$ cat src/rtl/cdb_arbiter.sv
// Common data bus arbiter: shares the ROB result-write port among NUM_SRC
// execution-unit result sources. Each source has a one-entry holding buffer;
// a round-robin pointer picks one buffered result per cycle and drives it
// onto a registered broadcast port (tag + data + source index).
module cdb_arbiter #(
    parameter int                   NUM_SRC     = 4,
    parameter int                   TAG_WIDTH   = 5,
    parameter int                   DATA_WIDTH  = 32,
    parameter logic [TAG_WIDTH-1:0] TAG_INVALID = {TAG_WIDTH{1'b1}}
) (
    input  logic                          clk,
    input  logic                          rst,
    input  logic                          flush,
    input  logic [NUM_SRC-1:0]            src_valid,
    input  logic [NUM_SRC*TAG_WIDTH-1:0]  src_tag,
    input  logic [NUM_SRC*DATA_WIDTH-1:0] src_data,
    output logic [NUM_SRC-1:0]            src_ready,
    output logic                          out_valid,
    output logic [TAG_WIDTH-1:0]          out_tag,
    output logic [DATA_WIDTH-1:0]         out_data,
    output logic [$clog2(NUM_SRC)-1:0]    out_src
);

    localparam int SRC_W = $clog2(NUM_SRC);

    // Holding stage (one entry per source)
    logic [NUM_SRC-1:0]    hold_valid_p0;
    logic [TAG_WIDTH-1:0]  hold_tag_p0  [NUM_SRC];
    logic [DATA_WIDTH-1:0] hold_data_p0 [NUM_SRC];
    logic [SRC_W-1:0]      rr_ptr;

    // Broadcast stage
    logic                  out_valid_p1;
    logic [TAG_WIDTH-1:0]  out_tag_p1;
    logic [DATA_WIDTH-1:0] out_data_p1;
    logic [SRC_W-1:0]      out_src_p1;

    logic                  grant_any;
    logic [SRC_W-1:0]      grant_idx;
    logic [SRC_W-1:0]      next_ptr;
    logic [NUM_SRC-1:0]    granted;
    logic [NUM_SRC-1:0]    load;

    // Round-robin search starting at rr_ptr, wrapping modulo NUM_SRC
    always_comb begin
        logic [SRC_W:0]   idx_w;
        logic [SRC_W-1:0] idx;
        grant_any = 1'b0;
        grant_idx = '0;
        granted   = '0;
        idx_w     = '0;
        idx       = '0;
        for (int k = 0; k < NUM_SRC; k++) begin
            idx_w = {1'b0, rr_ptr} + (SRC_W+1)'(k);
            if (idx_w >= (SRC_W+1)'(NUM_SRC))
                idx_w = idx_w - (SRC_W+1)'(NUM_SRC);
            idx = idx_w[SRC_W-1:0];
            if (!grant_any && hold_valid_p0[idx]) begin
                grant_any = 1'b1;
                grant_idx = idx;
            end
        end
        if (grant_any)
            granted[grant_idx] = 1'b1;
        if (grant_idx == SRC_W'(NUM_SRC - 1))
            next_ptr = '0;
        else
            next_ptr = grant_idx + 1'b1;
    end

    // Ready depends only on registered state; a granted slot can be refilled
    // on the same edge it drains. Invalid-tag transfers are accepted but not held.
    always_comb begin
        src_ready = '0;
        load      = '0;
        for (int i = 0; i < NUM_SRC; i++) begin
            src_ready[i] = rst && !flush && (!hold_valid_p0[i] || granted[i]);
            load[i]      = src_valid[i] && src_ready[i] &&
                           (src_tag[i*TAG_WIDTH +: TAG_WIDTH] != TAG_INVALID);
        end
    end

    // Holding-buffer occupancy and round-robin pointer
    always_ff @(posedge clk or negedge rst) begin
        if (!rst) begin
            hold_valid_p0 <= '0;
            rr_ptr        <= '0;
        end else if (flush) begin
            hold_valid_p0 <= '0;
            rr_ptr        <= '0;
        end else begin
            for (int i = 0; i < NUM_SRC; i++) begin
                if (load[i])
                    hold_valid_p0[i] <= 1'b1;
                else if (granted[i])
                    hold_valid_p0[i] <= 1'b0;
            end
            if (grant_any)
                rr_ptr <= next_ptr;
        end
    end

    // Holding-buffer payload capture (qualified by occupancy, so no reset)
    always_ff @(posedge clk) begin
        for (int i = 0; i < NUM_SRC; i++) begin
            if (load[i]) begin
                hold_tag_p0[i]  <= src_tag[i*TAG_WIDTH +: TAG_WIDTH];
                hold_data_p0[i] <= src_data[i*DATA_WIDTH +: DATA_WIDTH];
            end
        end
    end

    // Broadcast register; idle cycles present a deterministic invalid tag and zero data
    always_ff @(posedge clk or negedge rst) begin
        if (!rst) begin
            out_valid_p1 <= 1'b0;
            out_tag_p1   <= TAG_INVALID;
            out_data_p1  <= '0;
            out_src_p1   <= '0;
        end else if (flush || !grant_any) begin
            out_valid_p1 <= 1'b0;
            out_tag_p1   <= TAG_INVALID;
            out_data_p1  <= '0;
        end else begin
            out_valid_p1 <= 1'b1;
            out_tag_p1   <= hold_tag_p0[grant_idx];
            out_data_p1  <= hold_data_p0[grant_idx];
            out_src_p1   <= grant_idx;
        end
    end

    assign out_valid = out_valid_p1;
    assign out_tag   = out_tag_p1;
    assign out_data  = out_data_p1;
    assign out_src   = out_src_p1;

endmodule

$ cat config.mk
export PLATFORM = sky130hd
export DESIGN_NAME = cdb_arbiter
export DESIGN_NICKNAME = d
export VERILOG_FILES = /design/src/rtl/cdb_arbiter.sv
export SDC_FILE = /design/constraint.sdc
export NUM_CORES = 1
export LEC_CHECK = 0
export BUFFER_PORTS_ARGS = -buffer_cell sky130_fd_sc_hd__buf_4
export CAP_MARGIN = 20
export CORE_UTILIZATION = 45
export CTS_CLUSTER_SIZE = 14
export DETAILED_ROUTE_END_ITERATION = 12
export PLACE_DENSITY = 0.71
export RECOVER_POWER = 100
export SLEW_MARGIN = 20
export SYNTH_ARGS = -nofsm -noshare
export SYNTH_HDL_FRONTEND = slang
export SYNTH_SLANG_ARGS = --single-unit
$ cat constraint.sdc
create_clock -name clk -period 6.1 [get_ports clk]
set_input_delay 1.22 -clock clk [delete_from_list [all_inputs] [get_ports clk]]
set_output_delay 1.22 -clock clk [all_outputs]
set_load 0.02 [all_outputs]
==> results.txt <==
Clock root buffer: sky130_fd_sc_hd__clkbuf_16
Cell occurring most often along the worst timing path: sky130_fd_sc_hd__nand2b_1
RSZ-0062 raised after global routing: false
CTS clock-pin slew for the worst setup and hold paths: 70 ps
Inserted Diodes: 0
Ports: 199
Number of flip-flops and latches in the synthesized netlist: 194
LEAKAGE: 3.758 nW
Critical-path cell list: nand2b_1 -> a21oi_1 -> a211o_1 -> inv_1 -> ha_1 -> nand2b_1 -> nor2b_1 -> clkbuf_1
CP max-delay cell: sky130_fd_sc_hd__a211o_1
DIE AREA: 16130 µm²
Mapped Avg Cell Area: 18.22 µm²
DP Area: 8735 µm²
Final critical-path share of the clock period: 75.71%
Layout-stage area growth over the synthesis result: 29.00%
Maximum buffer depth of the clock tree: 2
Cell Pwr Density: 329.1 nW/µm²
Total congestion overflow: 0
Sequential share of the synthesized area: 79.65%
Worst setup SP type: flip-flop
Number of setup buffers added after CTS: 0
CTS Buf Count: 17
Unique masters post-synth: 28
Worst slew pin tran: 1771 ps
Vertical die dimension: 127.0 µm
Reported max-cap violation count: 3
Number of nets in the layout: 751
Violations in the final reports: capacitance limit, slew limit
CP Class: flip-flop to output port
Maximum cell stage delay along the critical path: 1120 ps
Wire length of the first global-routing pass: 23560 µm
Antenna violations before repair: 0
Iter 0 DRT Violations: 222
DRC violation count after routing: 0
Data required time of the critical path: 4880 ps
Top-count cell post-synth: sky130_fd_sc_hd__edfxtp_1
Initial core utilization: 46.26%
Share of final-layout standard cells stronger than drive strength 1: 30.10%
Remaining antenna violation count after routing: 0
Peak supply drop: 0.1895 mV
Fraction of power consumed by sequential logic: 51.3%
Drt wl/cell: 19.04 µm
Final hold violation count: 0
Number of optimization iterations in the first detailed-route pass: 5
Number of synthesized flops with an enable pin: 148
Worst clock skew: 9.284 ps
Design Area, Final: 9072 µm²
Final weighted congestion in routability-driven placement: 0.7903
Final sum of negative setup slack: 0 ps
Via count of the first global-routing pass: 4438
PortBufs: 198
Gr usage total: 20.29%
Fill count: 1191
Number of H-tree levels: 4
Internal power: 2.272 mW
Minimum period implied by the final worst setup slack: 4619 ps
Floorplan row count: 45
FFs w/ async S/R, synth: 23.71%
Placeable core area: 15200 µm²
Post-route insts no fill: 796
Number of vias in the routed layout: 4099
Clk Latency, worst-skew pair: 430 ps
Number of max-slew violations in the final report: 127
Synth cell count leaders: sky130_fd_sc_hd__edfxtp_1 (148), sky130_fd_sc_hd__mux2i_1 (74), sky130_fd_sc_hd__dfrtp_1 (41)
Most used flip-flop cell after synthesis: sky130_fd_sc_hd__edfxtp_1
Worst hold path type: flip-flop to flip-flop
Count of mapped cells out of synthesis: 386
Highest fanout seen on the critical path: 29
Final HPWL from detailed placement: 10590 µm
Die Wd: 127.0 µm
Instance count after placement with tap cells included: 764
Clock power share: 36.4%
Sw Ratio: 23.89%
Kind of end point of the critical path: output port
Maximum achievable frequency: 216.5 MHz
Psw: 0.7132 mW
Combinational fraction of design power: 12.3%
Post-Route WL: 15150 µm
Total standard cell area after synthesis: 7033 µm²
Data arrival time of the critical path: 3400 ps
Yosys warns: 0
Synthesized Nets: 542
Overall power after layout: 2.986 mW
Worst rel slew slack: -18.04%
Cell type contributing the most total cell area after synthesis: sky130_fd_sc_hd__edfxtp_1
Post-cts repair resize count: 0
# hold bufs at CTS: 0
CTS tree: built
Outcome: complete, but fails checks
Number of sinks driven by the clock tree: 194
Number of vias per cell: 5.149
Largest cells by area after synthesis: sky130_fd_sc_hd__edfxtp_1 (63%), sky130_fd_sc_hd__dfrtp_1 (15%), sky130_fd_sc_hd__mux2i_1 (11%)
Total of endpoints with negative setup slack in the final report: 0
Maximum number of pins on one net before global-route repair: 52
Portion of synthesized cell area occupied by the leading cell type: 63.19%
## power groups by stage
stage          combinational (mW)  sequential [mW]  clock, mW
5_1_grt                     0.402             1.54       1.16
2_1_floorplan               0.172             1.60          0
6_report                    0.368             1.53       1.09
3_5_place_dp                0.410             1.56          0
3_3_place_gp                0.399             1.56          0
4_1_cts                     0.410             1.53       1.10
## worst max-delay path, delay by kind of cell, from the launching register on
kind	cells	cell delay, ps
AOI/OAI and AO/OA	2	1300
and+or+nand+nor	3	510
buffers and inverters	2	460
DFF	1	420
adders and majority gates	1	280
## worst paths after layout
| path | start | endpoint | slack (ps) | cells past startpoint |
|---|---|---|---|---|
| setup / recovery | hold_valid_p0[1]$_DFFE_PN0P_ | src_ready[1] | 1480 | 8 |
| hold / removal | out_src[1]$_DFFE_PN0P_ | out_src[1]$_DFFE_PN0P_ | 520 | 2 |
| setup reg to reg | rr_ptr[0]$_DFFE_PN0P_ | hold_data_p0[1][7]$_DFFE_PP_ | 2000 | 8 |
| hold reg to reg | out_src[1]$_DFFE_PN0P_ | out_src[1]$_DFFE_PN0P_ | 520 | 2 |
| max in group asynchronous | rst | out_valid$_DFF_PN0_ | 4820 | 1 |
| min in group asynchronous | rst | out_data[6]$_DFF_PN0_ | 840 | 1 |
## metal layers
layer | global-route usage [%] | vias up | wire, µm | share of wire (%)
met2 | 34.65 | 182 | 7713 | 51
met1 | 24.14 | 1980 | 6149 | 41
met4 | 8.053 | 0 | 255 | 1.7
met5 | 0 | - | 0 | 0
met3 | 6.156 | 18 | 1033 | 6.8
li1 | - | 1919 | - | -
## state kept, by name, indices dropped and copies added (netlist names)
name	count
hold_data_p0	128
out_data	32
hold_tag_p0	20
out_tag	5
hold_valid_p0	4
out_src	2
rr_ptr	2
out_valid	1
## cells in the final DEF (no fill, tap or decap), types with 5 or more instances in the layout
cell type / n
sky130_fd_sc_hd__a21oi_1: 7
sky130_fd_sc_hd__a22oi_1: 5
sky130_fd_sc_hd__buf_4: 7
sky130_fd_sc_hd__clkbuf_1: 61
sky130_fd_sc_hd__clkbuf_16: 17
sky130_fd_sc_hd__clkbuf_4: 137
sky130_fd_sc_hd__dfrtp_1: 41
sky130_fd_sc_hd__dfstp_2: 5
sky130_fd_sc_hd__edfxtp_1: 148
sky130_fd_sc_hd__mux2i_1: 74
sky130_fd_sc_hd__nand2_1: 10
sky130_fd_sc_hd__nand2b_1: 6
sky130_fd_sc_hd__nor2_1: 9
sky130_fd_sc_hd__o21ai_0: 5
sky130_fd_sc_hd__o22ai_1: 32
## stage by stage
stage / util, % / hold slack (ps) / setup slack (ps)
global route: 59.68 / 548.5 / 1169
finish: 59.68 / 524.4 / 1481
global placement: 57.46 / 499.0 / 2283
detailed placement: 57.46 / 499.1 / 2253
CTS: 61.27 / 535.4 / 2241
floorplan: - / 489.0 / 1597
## cell type report
cell class / instances / area, µm² / share of cell area [%]
Multi-Input combinational cell: 173 / 1330 / 14.66
Timing Repair Buffer: 205 / 1311 / 14.45
Inverter: 4 / 15.01 / 0.1655
Clock inverter: 13 / 136.4 / 1.503
Sequential cell: 194 / 5602 / 61.74
Tap cell: 188 / 235.2 / 2.593
Clock buffer: 19 / 442.9 / 4.882
## logic make-up after synthesis
logic type                 count (synthesis)  share of synthesized area [%]
and+or+nand+nor                           36                          2.402
adders and majority gates                  1                         0.1779
DFF                                      194                          79.65
buffers and inverters                     19                          1.512
muxes                                     74                          10.53
AOI/OAI and AO/OA                         62                          5.729
Note: power is estimated with default switching activity, not from simulation.
